<file path="config.mk">
export PLATFORM = sky130hd
export DESIGN_NAME = ifetch_unit
export DESIGN_NICKNAME = d
export VERILOG_FILES = /design/src/rtl/ifetch_unit_pkg.sv /design/src/rtl/ifetch_unit_fetch_fifo.sv /design/src/rtl/ifetch_unit.sv
export SDC_FILE = /design/constraint.sdc
export NUM_CORES = 1
export LEC_CHECK = 0
export ABC_AREA = 1
export ABC_CLOCK_PERIOD_IN_PS = 11500
export BUFFER_PORTS_ARGS = -buffer_cell sky130_fd_sc_hd__buf_4
export CORE_MARGIN = 5
export CORE_UTILIZATION = 60
export DETAILED_ROUTE_END_ITERATION = 8
export GPL_TIMING_DRIVEN = 0
export PLACE_DENSITY = 0.95
export REMOVE_ABC_BUFFERS = 1
export SYNTH_ARGS = -nofsm -noshare
export SYNTH_HDL_FRONTEND = slang
export SYNTH_HIERARCHICAL = 1
export SYNTH_SLANG_ARGS = --single-unit
</file>
<file path="constraint.sdc">
create_clock -name clock -period 11.5 [get_ports clock]
set_input_delay 2.3 -clock clock [delete_from_list [all_inputs] [get_ports clock]]
set_output_delay 2.3 -clock clock [all_outputs]
set_load 0.03 [all_outputs]
</file>
<file path="src/rtl/ifetch_unit_pkg.sv">
// Shared types and constants for the instruction fetch unit.
// Holds the fetch FSM encoding, the queue entry layout and the reset/NOP words.
// No logic of its own; imported by the fetch unit and its queue.
package ifetch_unit_pkg;

    typedef enum logic [1:0] {
        ST_IDLE  = 2'd0,   // no request in flight
        ST_WAIT  = 2'd1,   // live request in flight
        ST_STALE = 2'd2    // request in flight whose response will be dropped
    } fetch_state_t;

    localparam logic [31:0] DEFAULT_RESET_PC = 32'h0000_0000;
    localparam logic [31:0] NOP_WORD         = 32'h0000_0000;

    typedef struct packed {
        logic [31:0] inst;
        logic [31:0] pc;
    } fetch_entry_t;

    // Instruction addresses are word aligned; low two bits are dropped.
    function automatic logic [31:0] align_pc(input logic [31:0] pc);
        return {pc[31:2], 2'b00};
    endfunction

endpackage

</file>
<file path="src/rtl/ifetch_unit_fetch_fifo.sv">
// Prefetch queue of {instruction, pc} entries with push/pop/flush and occupancy count.
// Latency: a push is visible at the head the cycle after it is written.
// Backpressure: never refuses a push; the producer reserves slots via count, overflow is an error.
module fetch_fifo
    import ifetch_unit_pkg::*;
#(
    parameter int DEPTH = 2
) (
    input  logic                   clock,
    input  logic                   reset,
    input  logic                   push,
    input  fetch_entry_t           push_entry,
    input  logic                   pop,
    input  logic                   flush,
    output fetch_entry_t           head,
    output logic [$clog2(DEPTH):0] count
);

    localparam int PTR_W = $clog2(DEPTH);
    localparam int CNT_W = $clog2(DEPTH) + 1;
    localparam logic [CNT_W-1:0] FULL_CNT = CNT_W'(DEPTH);

    fetch_entry_t     mem [DEPTH];
    logic [PTR_W-1:0] wr_ptr;
    logic [PTR_W-1:0] rd_ptr;
    logic             do_pop;

    // A pop on an empty queue is ignored rather than corrupting the count.
    assign do_pop = pop && (count != '0);

    // Pointer and occupancy tracking; flush drops everything at once.
    always_ff @(posedge clock or negedge reset) begin
        if (!reset) begin
            wr_ptr <= '0;
            rd_ptr <= '0;
            count  <= '0;
        end else if (flush) begin
            wr_ptr <= '0;
            rd_ptr <= '0;
            count  <= '0;
        end else begin
            if (push) wr_ptr <= wr_ptr + 1'b1;
            if (do_pop) rd_ptr <= rd_ptr + 1'b1;
            case ({push, do_pop})
                2'b10:   count <= count + 1'b1;
                2'b01:   count <= count - 1'b1;
                default: count <= count;
            endcase
        end
    end

    // Entry storage needs no reset: the head is masked whenever the queue is empty.
    always_ff @(posedge clock) begin
        if (push && !flush) mem[wr_ptr] <= push_entry;
    end

    // Head reads as a NOP at pc 0 when there is nothing to hand out.
    always_comb begin
        head      = '0;
        head.inst = NOP_WORD;
        if (count != '0) head = mem[rd_ptr];
    end

    // The issuer reserves a slot before requesting, so a push into a full queue means a broken reservation.
    assert property (@(posedge clock) disable iff (!reset) !(push && (count == FULL_CNT)))
        else $error("fetch_fifo: push into full queue");

endmodule

</file>
<file path="src/rtl/ifetch_unit.sv">
// Instruction fetch: one outstanding memory request, prefetch queue, redirect flush.
// Latency: ack in cycle t reaches inst_valid at t+1; steady state one instruction per 2 cycles.
// Backpressure: inst_ready low fills the queue, after which no further requests are issued.
module ifetch_unit
    import ifetch_unit_pkg::*;
#(
    parameter int          DEPTH    = 2,
    parameter logic [31:0] RESET_PC = DEFAULT_RESET_PC
) (
    input  logic        clock,
    input  logic        reset,
    output logic        imem_req,
    output logic [29:0] imem_addr,
    input  logic        imem_ack,
    input  logic [31:0] imem_rdata,
    input  logic        redirect,
    input  logic [31:0] redirect_pc,
    output logic        inst_valid,
    input  logic        inst_ready,
    output logic [31:0] inst,
    output logic [31:0] inst_pc
);

    localparam int CNT_W = $clog2(DEPTH) + 1;
    localparam logic [CNT_W-1:0] DEPTH_CNT = CNT_W'(DEPTH);

    fetch_state_t     state;
    logic [31:0]      fetch_pc;
    logic [31:0]      req_pc;
    logic [CNT_W-1:0] count;
    logic             push;
    logic             pop;
    fetch_entry_t     push_entry;
    fetch_entry_t     head;

    // The request is decided in the IDLE cycle itself so memory sees it on the next edge;
    // registering it would cost a cycle per fetch. Reset gates it so nothing leaves during reset.
    // Only IDLE issues, so the in-flight request is zero here and count alone reserves the slot.
    assign imem_req  = reset && (state == ST_IDLE) && !redirect && (count < DEPTH_CNT);
    assign imem_addr = fetch_pc[31:2];

    // Only a live response is kept; a redirect in the ack cycle discards it.
    assign push       = (state == ST_WAIT) && imem_ack && !redirect;
    assign push_entry = '{inst: imem_rdata, pc: req_pc};
    assign pop        = inst_valid && inst_ready;

    assign inst_valid = (count != '0);
    assign inst       = head.inst;
    assign inst_pc    = head.pc;

    // Fetch FSM and PC: issue in IDLE, retire or drop the response, redirect overrides the PC.
    always_ff @(posedge clock or negedge reset) begin
        if (!reset) begin
            state    <= ST_IDLE;
            fetch_pc <= RESET_PC;
            req_pc   <= RESET_PC;
        end else begin
            case (state)
                ST_IDLE: begin
                    // A response for a request lost to reset lands here and is ignored.
                    if (imem_req) begin
                        state    <= ST_WAIT;
                        req_pc   <= fetch_pc;
                        fetch_pc <= fetch_pc + 32'd4;
                    end
                end
                ST_WAIT: begin
                    if (imem_ack)      state <= ST_IDLE;
                    else if (redirect) state <= ST_STALE;
                end
                ST_STALE: begin
                    if (imem_ack) state <= ST_IDLE;
                end
                default: state <= ST_IDLE;
            endcase
            // No request issues in a redirect cycle, so this never races the increment above.
            if (redirect) fetch_pc <= align_pc(redirect_pc);
        end
    end

    fetch_fifo #(
        .DEPTH (DEPTH)
    ) u_fetch_fifo (
        .clock      (clock),
        .reset      (reset),
        .push       (push),
        .push_entry (push_entry),
        .pop        (pop),
        .flush      (redirect),
        .head       (head),
        .count      (count)
    );

endmodule
</file>
## After elaboration in Yosys (flattened, before gate mapping)

Memory sizes are Yosys's and may differ from the RTL's.
Index checks and enable logic that the tools add are counted.

- Equal/unequal tests: 7
- Add/subtract/negate cells: 5
- Reduce and logical (&&, ||, !) cells: 19
- $lt $le $gt $ge: 1
- Mux-type cells: 17

Operator list:

| cell | number |
|---|---|
| $mux W32 | 3 |
| $mux W64 | 1 |
| $add A32 B3 Y32 const B | 1 |
| $mux W2 | 5 |
| $reduce_bool A2 Y1 | 5 |
| $logic_and A1 B1 Y1 | 8 |
| $mux W1 | 6 |
| $pmux W2 S3 | 1 |
| $eq A2 B1 Y1 const B | 2 |
| $eq A2 B2 Y1 const B | 2 |
| $ne A2 B2 Y1 const B | 2 |
| $pmux W2 S2 | 1 |
| $reduce_and A2 Y1 | 2 |
| $ne A3 B3 Y1 const B | 1 |
| $reduce_and A3 Y1 | 1 |
| $reduce_bool A3 Y1 | 1 |
| $add A1 B1 Y1 const B | 2 |
| $add A2 B1 Y2 const B | 1 |
| $logic_not A2 Y1 | 1 |
| $lt A2 B2 Y1 const B | 1 |
| $sub A2 B1 Y2 const B | 1 |
| $logic_not A1 Y1 | 1 |

- Memories: 1
- Logic and storage cells: 56
- Output and inout port bits: 96
- Bits in registers: 70
- Bits of input ports: 69
- Memory bits (writable): 128

Memory list:

| memory | depth | width | read ports | clocked after memory_dff | wr ports | RTL line | source |
|---|---|---|---|---|---|---|---|
| u_fetch_fifo.mem | 2 | 64 | 1 | 0 | 1 | ifetch_unit_fetch_fifo.sv:23 | `fetch_entry_t mem [DEPTH];` |

## Longest topological paths before layout

Gate-level depths: netlist of the first run.

- Depth after elaboration: 7
- Gate-level depth with buffers: 11
- Depth with buffers taken out: 10

## Hierarchy

The synthesis of the first run kept the hierarchy.

Modules (own cells, without submodules):

| module | area an instance (sq um) | instances | seq. area each (sq um) | cells an instance |
|---|---|---|---|---|
| fetch_fifo | 5318.9 | 1 | 3943.8 | 376 |
| ifetch_unit | 3405.8 | 1 | 1551.5 | 462 |

## Least setup slack after synthesis of the first run

Ideal clock, no wire load.

- Kind: input to register
- From: input redirect
- To: memory u_fetch_fifo/mem[0][0] in the netlist's numbering, enable pin
- Required time: 11.014 ns
- Setup slack: 5.281 ns
- Stages: 7
- Path buffers: 2
- Setup time: 0.486 ns
- Arrival time: 5.733 ns
- Path through: buf_2 > inv_2 > buf_2 > nand2_1 > nor2_1 > nand2_1 > nor2_1

- Cells in the longest elaborated chain, start to end: 5

Ends and longest elaborated chain:

| item | RTL line | source |
|---|---|---|
| start: declaration | ifetch_unit.sv:16 | `input logic redirect,` |
| $logic_not A1 Y1 | ifetch_unit.sv:43 | `assign push = (state == ST_WAIT) && imem_ack && !redirect;` |
| $logic_and A1 B1 Y1 | ifetch_unit.sv:43 |  |
| via push | ifetch_unit.sv:31 | `logic push;` |
| $logic_and A1 B1 Y1 | ifetch_unit_fetch_fifo.sv:54 | `if (push && !flush) mem[wr_ptr] <= push_entry;` |
| $mux W1 | ifetch_unit_fetch_fifo.sv:54 |  |
| $mux W1 (implied by the code) | ifetch_unit_fetch_fifo.sv:54 |  |
| end: declaration | ifetch_unit_fetch_fifo.sv:23 |  |

The timed path passes the listed nets, and every way through them passes these cells.

## Final worst setup path of the first run

- From: input reset
- To: output imem_req

- Cells in the longest elaborated chain, start to end: 3

Ends and longest elaborated chain:

| item | RTL line | source |
|---|---|---|
| start: declaration | ifetch_unit.sv:11 | `input logic reset,` |
| $logic_and A1 B1 Y1 (3 in a row) | ifetch_unit.sv:39 | `assign imem_req = reset && (state == ST_IDLE) && !redirect && (count < DEPTH_CNT);` |
| end: declaration | ifetch_unit.sv:12 | `output logic imem_req,` |

Every way passes these cells.

==> results of run 1 <==
-- critical path, cell delays in order --
cell	delay, ns
buf_4	0.65
inv_1	0.13
nor2_2	0.24
nand3_4	0.50
inv_2	0.56
buf_4	0.25
-- Yosys cell counts --
library cell	count	area, um^2
conb_1	1	3.750
a22oi_1	2	15.01
buf_6	1	11.26
a21oi_1	15	75.07
nor2_1	57	214.0
nor2_4	5	56.30
nand3b_1	4	30.03
clkbuf_1	8	30.03
buf_4	1	7.510
nand2_1	296	1111
o21bai_1	2	15.01
ha_1	1	12.51
inv_2	6	22.52
nand3_1	35	175.2
nand4_1	6	37.54
nand3_4	1	17.52
a211oi_1	1	7.510
nand2_4	2	22.52
a211oi_2	1	12.51
buf_12	7	140.1
nor2_2	9	56.30
edfxtp_1	128	3844
a31oi_1	1	6.260
nor3_1	1	5.000
dfrtp_1	66	1652
inv_1	44	165.2
buf_1	1	3.750
a21oi_2	62	543.0
o21ai_0	30	150.1
o21ai_1	1	5.000
xnor2_1	1	8.760
xor2_1	8	70.07
o21a_1	2	15.01
or2_2	1	6.260
nand2_2	6	37.54
o211ai_1	6	45.04
buf_2	19	95.09
-- flip-flops by register name (all words and copies together) (netlist names) --
register             cells
u_fetch_fifo/wr_ptr      1
u_fetch_fifo/mem       128
fetch_pc                30
req_pc                  30
state                    2
u_fetch_fifo/rd_ptr      1
u_fetch_fifo/count       2
-- where the power goes --
group / internal (uW) / switching (uW)
registers: 804 / 50.9
logic: 77.4 / 140
clock network: 325 / 249
total: 1210 / 439
-- final cells by class --
type | count | area, um^2
clock buffer | 19 | 442.9
clock inverter | 13 | 133.9
fill | 963 | 3779
inverter | 50 | 190.2
multi-input combinational | 560 | 2780
sequential | 194 | 5497
tap | 184 | 230.2
timing repair buffer | 169 | 1371
-- kinds of logic after synthesis --
family | share of synthesized area
simple gates | 0.2028
buf+inv | 0.05450
flops | 0.6299
fa+ha+maj | 0.001434
other cells | 0.0004298
compound gates | 0.1020
xor+xnor | 0.009035
-- routing by layer --
metal,up-vias,global-route usage,part of all wire
li1,3085,-,-
met1,3063,0.3183,0.40
met2,307,0.3951,0.49
met3,39,0.05244,0.082
met4,0,0.09316,0.024
met5,-,0,0
-- worst max path at each step --
stage                  start  slack, ns                           endpoint
floorplan           redirect       5.35   u_fetch_fifo/mem[0][0]$_DFFE_PP_
global placement    redirect       3.49  u_fetch_fifo/mem[0][41]$_DFFE_PP_
detailed placement     reset       4.60                           imem_req
CTS                    reset       4.53                           imem_req
global route           reset       4.26                           imem_req
finish                 reset       4.52                           imem_req
-- per-stage QoR --
step / worst slack (ns) / hold slack, ns
floorplan: 5.353 / 0.4421
global placement: 3.495 / 0.4476
detailed placement: 4.598 / 0.4587
CTS: 4.535 / 0.4755
global route: 4.264 / 0.4910
finish: 4.521 / 0.4808
-- layout by cell type (no fill, tap or decap), types with 2 or more instances in the layout --
cell and n:
clkinv_1 3, nand2_1 296, nor2_2 9, buf_12 5, o21a_1 2, xor2_1 8
inv_2 6, nand3b_1 4, o211ai_1 6, nand2_2 6, nand2_4 2, a21oi_1 15
clkinvlp_4 6, nand3_1 35, clkbuf_16 17, conb_1 4, a22oi_1 2, nor2_4 7
buf_16 2, bufinv_16 2, o21bai_1 2, buf_4 162, o21ai_0 30, inv_6 2
dfrtp_1 65, nor2_1 55, nand4_1 6, a21oi_2 62, edfxtp_1 128, inv_1 43
==> results.cfg, run 1 <==
[timing]
grt_setup_unrepaired = no
finalMaxSlewViolations = 0
finalSetupViolCount = 0
max_freq_mhz = 143.3
slew_headroom = 0.4170
worstMarginPinSlew_ns = 0.8745
skew_ns = 0.008587
period_needed_ns = 6.979
min_period_over_period = 0.6069
setup-tns-final_ns = 0
hold_viol = 0

[routing]
wl_um = 20140
via_per_inst = 5.462
wl_per_cell_um = 16.94
drt_first_pass_iters = 5
vias = 6494
dr.first_iter.drc_count = 444
ant_nets = 0
drc = 0

[cts]
clock-root-buffer = clkbuf_16
cts_tree = yes
clockBufferDepth = 2
cts-hold-fix-buffers = 0
cts.sink_count = 194
clk_latency_ns = 0.43
cts_resized = 0
cts_made_buffers = 17
htreeDepth = 4
postCtsSetupBuffers = 0
clkTransAtPathRegs_ns = 0.07

[grt]
grt_pass1_wl_um = 31730
antenna_found_initial = 0
overflow = 0
first_global_vias = 6258
grt_start_max_net_pins = 68
grt.total_usage = 0.2413

[place]
port_buffers = 162
placed_area_um2 = 10070
place.detailed.hpwl_um = 13660
gp_congestion = 0.8971
placed_cells = 1157

[final_layout]
antenna-diode-count = 0
final_cells = 1189
final_layout_size_suffix_gt1_frac = 0.2925
syn2layout_area_growth_pct = 22.01
fin_area_um2 = 10650
fin_util = 0.7380
nets = 1062

[pwr]
power_per_cell_area_nw_per_um2 = 154.7
p_leak_uw = 0.004448
vdd_ir_drop_max_mv = 0.1148
power.total_uw = 1646

[logic_synthesis]
ys_seq_area_frac = 0.6299
synth_cells = 838
mappedNetlistArea_um2 = 8725
syn_area_per_cell_um2 = 10.41
ys_ff_latch = 194
ys_warn_count = 6
synth_cell_types = 37

[worst_hold_path]
min_path_cells = 0
min_to = u_fetch_fifo/mem[1][17]$_DFFE_PP_
min_from = req_pc[17]$_DFFE_PN0P_
min_path_type = flip-flop to flip-flop

[setup_path]
start_kind = primary input
end_kind = output pin
crit_path_max_fanout = 67
critPathKind = primary input to output pin
worstRegToRegCells = 8
cp.required_ns = 9.20
ff2ff_setup_slack_ns = 9.03
arrival_ns = 4.68
reg2reg_to = u_fetch_fifo/mem[1][41]$_DFFE_PP_
worst_r2r_startpoint = state[0]$_DFFE_PN0P_

[floorplanning]
die_w_um = 130.6
start_util = 0.6049
io_pins = 165
die_h_um = 130.6
core_um2 = 14420
die_area_um2 = 17050
rows = 44

[run_status]
status = finished, final reports clean

[flow_run]
cap_violations = 0
Power figures use the tool's default switching activity.
==> run 2, diff against run 1 <==
ABC_AREA = 0   (was 1)
ABC_CLOCK_PERIOD_IN_PS = 6300   (was 11500)
CORE_UTILIZATION = 49   (was 60)
PLACE_DENSITY = 0.87   (was 0.95)
clock period = 6.3 ns   (was 11.5 ns; I/O delays follow)
==> results.cfg, run 2 <==
[place]
place.detailed.hpwl_um = 11700
port_buffers = 162
placed_area_um2 = 9514
placed_cells = 944
gp_congestion = 0.7951
dp_slack_ns = 0.7400

[timing]
grt_setup_unrepaired = no
finalSetupViolCount = 0
setup-tns-final_ns = 0
min_period_over_period = 0.8662
finalMaxSlewViolations = 0
fin_ws_ns = 0.8430
period_needed_ns = 5.457
skew_ns = 0.01450
slew_headroom = 0.2186
hold_viol = 0
max_freq_mhz = 183.3
worstMarginPinSlew_ns = 1.156

[routing]
vias = 5207
dr.first_iter.drc_count = 255
drt_first_pass_iters = 6
ant_nets = 0
via_per_inst = 5.341
wl_um = 17240
drc = 0
wl_per_cell_um = 17.68

[cts]
clockBufferDepth = 2
cts_tree = yes
clk_latency_ns = 0.42
cts.sink_count = 194
cts-hold-fix-buffers = 0
postCtsSetupBuffers = 0
clock-root-buffer = clkbuf_16
cts_made_buffers = 17
htreeDepth = 4
clkTransAtPathRegs_ns = 0.06
cts_resized = 0

[setup_path]
ff2ff_setup_slack_ns = 3.11
critPathKind = primary input to output pin
cp.required_ns = 5.04
worstRegToRegCells = 4
crit_path_max_fanout = 68
end_kind = output pin
arrival_ns = 4.20
start_kind = primary input

[pwr]
vdd_ir_drop_max_mv = 0.1847
p_leak_uw = 0.003750
power_per_cell_area_nw_per_um2 = 277.6

[logic_synthesis]
mappedNetlistArea_um2 = 8025
yosys.area.top_type_share = 0.4790
ys_ff_latch = 194
yosysTopAreaCell = edfxtp_1
yosysMostFrequentCell = edfxtp_1
synth-edff-count = 128
ys_seq_area_frac = 0.6848
yosys-top-cells-area = edfxtp_1 48%, dfrtp_1 21%, mux2i_1 8.2%, nor2_1 4.1%, mux2_2 3.2%
syn_area_per_cell_um2 = 13.72
synth_cells = 585
ys_async_sr_fraction = 0.3402
synth_cell_types = 49
synth-main-ff-cell = edfxtp_1
synth_commonest_cells = 128 x edfxtp_1, 88 x nor2_1, 66 x dfrtp_1, 66 x mux2i_1, 32 x nand2_1
ys_warn_count = 6

[grt]
first_global_vias = 5036
overflow = 0
antenna_found_initial = 0
grt.total_usage = 0.1828
grt_pass1_wl_um = 26560
grt_start_max_net_pins = 69

[flow_run]
cap_violations = 0

[final_layout]
fin_util = 0.6273
syn2layout_area_growth_pct = 25.07
fin_area_um2 = 10040
nets = 817
final_cells = 975
antenna-diode-count = 0
final_common_cell = buf_4
seq_area_um2 = 5499
largest_register = u_fetch_fifo/mem
layout_common_cells = 162 x buf_4, 128 x edfxtp_1, 86 x nor2_1
largest_register_ffs = 128
reg.largest.list = u_fetch_fifo/mem: 128 flops, fetch_pc: 30 flops, req_pc: 30 flops
fill_cells = 1273
multi_input_area_um2 = 2356
final_layout_size_suffix_gt1_frac = 0.3017

[floorplanning]
io_pins = 165
core_um2 = 16000
die_w_um = 138.0
rows = 46
die_h_um = 138.0
die_area_um2 = 19040
start_util = 0.5016

[worst_hold_path]
min_path_type = flip-flop to flip-flop
min_path_cells = 0

[run_status]
status = finished, final reports clean
[run 2: changes by cell type in the layout (fill, tap and decap cells not counted), moves of 9 or more]
cell / delta
nor2_1: +31
xnor2_1: +10
nor2_2: -9
inv_1: -33
a21oi_1: -12
a31oi_1: +15
nand2_1: -265
a21oi_2: -62
mux2i_1: +66
mux2_2: +23
nand3_1: -28
or4_1: +10
or3_1: +11
[run 2: critical path: stages]
cell and delay (ns):
buf_4 0.67, nor4b_1 1.00, nand2_2 0.84, inv_1 0.21
buf_4 0.19
[run 2: worst paths after layout]
check                                             startpoint                                end
max                                                    reset                           imem_req
min                                   req_pc[31]$_DFFE_PN0P_  u_fetch_fifo/mem[0][31]$_DFFE_PP_
max reg2reg                u_fetch_fifo/count[1]$_DFFE_PN0P_           fetch_pc[31]$_DFFE_PN0P_
min reg2reg                           req_pc[31]$_DFFE_PN0P_  u_fetch_fifo/mem[0][31]$_DFFE_PP_
max in group asynchronous                              reset    u_fetch_fifo/rd_ptr$_DFFE_PN0P_
min in group asynchronous                              reset             req_pc[11]$_DFFE_PN0P_
[run 2: kinds of logic (layout without fill, tap and decap cells)]
kind of cell    Yosys count  in the layout  share of synthesized area
compound gates           62             62                    0.04755
fa+ha+maj                 1              1                   0.001559
xor+xnor                 13             13                    0.01419
simple gates            185            185                     0.1110
buf+inv                  40            211                    0.02588
flops                   194            194                     0.6848
mux                      89             89                     0.1146
other cells               1              4                  0.0004673
[run 2: per-stage QoR]
step / total power [uW] / hold WS [ns]
2_1_floorplan: 1704 / 0.4366
3_3_place_gp: 1833 / 0.4434
3_5_place_dp: 1849 / 0.4530
4_1_cts: 2813 / 0.4669
5_1_grt: 2905 / 0.4802
6_report: 2787 / 0.4653
[run 2: final cells by class]
class / instances / share of cell area
clock buffer: 19 / 0.04313
clock inverter: 12 / 0.008975
inverter: 12 / 0.004488
multi-input combinational: 354 / 0.2347
sequential: 194 / 0.5479
tap: 216 / 0.02693
timing repair buffer: 168 / 0.1339
[run 2: where the power goes]
group / leakage, uW / total [uW] / internal (uW) / switching (uW)
logic: 0.00155 / 286 / 127 / 159
clock network: 0.000257 / 967 / 536 / 431
registers: 0.00194 / 1530 / 1460 / 70.9
total: 0.00375 / 2790 / 2130 / 660
[run 2: layer usage]
layer,share of wire,GRT usage,vias to the layer above
li1,-,-,2485
met1,0.39,0.2253,2516
met2,0.49,0.3083,195
met3,0.11,0.06604,11
met4,0.010,0.04610,0
met5,0,0,-
==> run 3, diff against run 2 <==
CAP_MARGIN = 20   (was not set)
REMOVE_ABC_BUFFERS = not set   (was 1)
==> results.cfg, run 3 (synthesized netlist as in run 2, its figures left out) <==
[floorplanning]
rows = 46
die_area_um2 = 19040
start_util = 0.5016
die_h_um = 138.0
io_pins = 165
die_w_um = 138.0
core_um2 = 16000

[grt]
grt_start_max_net_pins = 69
first_global_vias = 5415
antenna_found_initial = 0
grt_pass1_wl_um = 27650
overflow = 0
grt.total_usage = 0.1898

[final_layout]
final_common_cell = buf_4
antenna-diode-count = 0
largest_register = u_fetch_fifo/mem
fill_cells = 1220
layout_common_cells = 163 x buf_4, 128 x edfxtp_1, 86 x nor2_1
fin_area_um2 = 10220
final_layout_size_suffix_gt1_frac = 0.3092
nets = 843
largest_register_ffs = 128
fin_util = 0.6386
reg.largest.list = u_fetch_fifo/mem: 128 flops, fetch_pc: 30 flops, req_pc: 30 flops
syn2layout_area_growth_pct = 27.32

[timing]
finalSetupViolCount = 0
setup-tns-final_ns = 0
period_needed_ns = 5.153
hold_viol = 0
fin_ws_ns = 1.147
grt_setup_unrepaired = no
max_freq_mhz = 194.1
finalMaxSlewViolations = 0
worstMarginPinSlew_ns = 0.9784
min_period_over_period = 0.8179
slew_headroom = 0.3389
skew_ns = 0.01388

[pwr]
pwr-share-comb = 0.101
vdd_ir_drop_max_mv = 0.2057
intPower_uw = 2186
p_leak_uw = 0.003834
seq_power_share = 0.535
p_switching_uw = 698.5
power_per_cell_area_nw_per_um2 = 282.4
switching_share = 0.2421
power_frac_clock = 0.364
power.total_uw = 2885

[cts]
clk_latency_ns = 0.43
clock-root-buffer = clkbuf_16
cts_resized = 0
clkTransAtPathRegs_ns = 0.07
clockBufferDepth = 2
htreeDepth = 4
cts.sink_count = 194
cts_made_buffers = 17
postCtsSetupBuffers = 0
cts_tree = yes
cts-hold-fix-buffers = 0

[place]
dp_slack_ns = 1.084
port_buffers = 162
placed_area_um2 = 9633
gp_congestion = 0.8431
place.detailed.hpwl_um = 12760

[routing]
drc = 0
wl_um = 17780
ant_nets = 0
drt_first_pass_iters = 5
vias = 5404
via_per_inst = 5.393
wl_per_cell_um = 17.75
dr.first_iter.drc_count = 272

[setup_path]
critPathKind = primary input to output pin
end_kind = output pin
cp_cell_sequence = buf_4 > nor4b_1 > nand2_1 > clkbuf_1 > clkbuf_1 > inv_1 > buf_4
start_kind = primary input
cp_slowest_cell = nor4b_1
cpPeakStageDelay_ns = 0.80
worstRegToRegCells = 4
crit_path_max_fanout = 68
cp.required_ns = 5.04
arrival_ns = 3.89

[worst_hold_path]
min_path_cells = 0
min_path_type = flip-flop to flip-flop

[run_status]
status = finished, final reports clean

[flow_run]
cap_violations = 0
## run 3: power groups by stage
stage | sequential [uW] | clock (uW) | combinational, uW
6_report | 1540 | 1050 | 291
5_1_grt | 1550 | 1130 | 315
4_1_cts | 1540 | 1070 | 294
3_5_place_dp | 1570 | 0 | 291
3_3_place_gp | 1560 | 0 | 279
2_1_floorplan | 1570 | 0 | 134
## run 3: per-stage QoR
| stage | instances | hold slack [ns] |
|---|---|---|
| final | 1002 | 0.4657 |
| after global routing | 1002 | 0.4805 |
| after CTS | 1002 | 0.4671 |
| after detailed placement | 970 | 0.4537 |
| after global placement | 966 | 0.4445 |
| after floorplan | 588 | 0.4366 |
## run 3: per-layer routing
metal | track usage | vias to the layer above | routed length (um)
met2 | 0.3145 | 221 | 8859
met3 | 0.04463 | 24 | 1376
met4 | 0.06531 | 0 | 307
li1 | - | 2537 | -
met1 | 0.2473 | 2622 | 7239
met5 | 0 | - | 0
## run 3: critical path, delay by kind of cell
| family | cells | cell delay [ns] |
|---|---|---|
| buf+inv | 5 | 1.52 |
| simple gates | 2 | 1.03 |
## run 3: layout make-up
cell class	instances	area, um^2	share of cell area
Clock inverter	10	97.59	0.009552
Timing Repair Buffer	166	1311	0.1283
Tap cell	216	270.3	0.02645
Multi-Input combinational cell	354	2349	0.2299
Clock buffer	22	486.7	0.04764
Sequential cell	194	5495	0.5378
Inverter	12	45.04	0.004409
Buffer	28	162.7	0.01592
## run 3: path summary, 6_finish.rpt
check,start,slack [ns],endpoint
setup / recovery,reset,1.15,imem_req
hold / removal,req_pc[6]$_DFFE_PN0P_,0.47,u_fetch_fifo/mem[1][6]$_DFFE_PP_
setup reg to reg,state[0]$_DFFE_PN0P_,3.60,u_fetch_fifo/mem[1][54]$_DFFE_PP_
hold reg to reg,req_pc[6]$_DFFE_PN0P_,0.47,u_fetch_fifo/mem[1][6]$_DFFE_PP_
max in group asynchronous,reset,4.77,u_fetch_fifo/count[0]$_DFFE_PN0P_
min in group asynchronous,reset,0.93,req_pc[25]$_DFFE_PN0P_
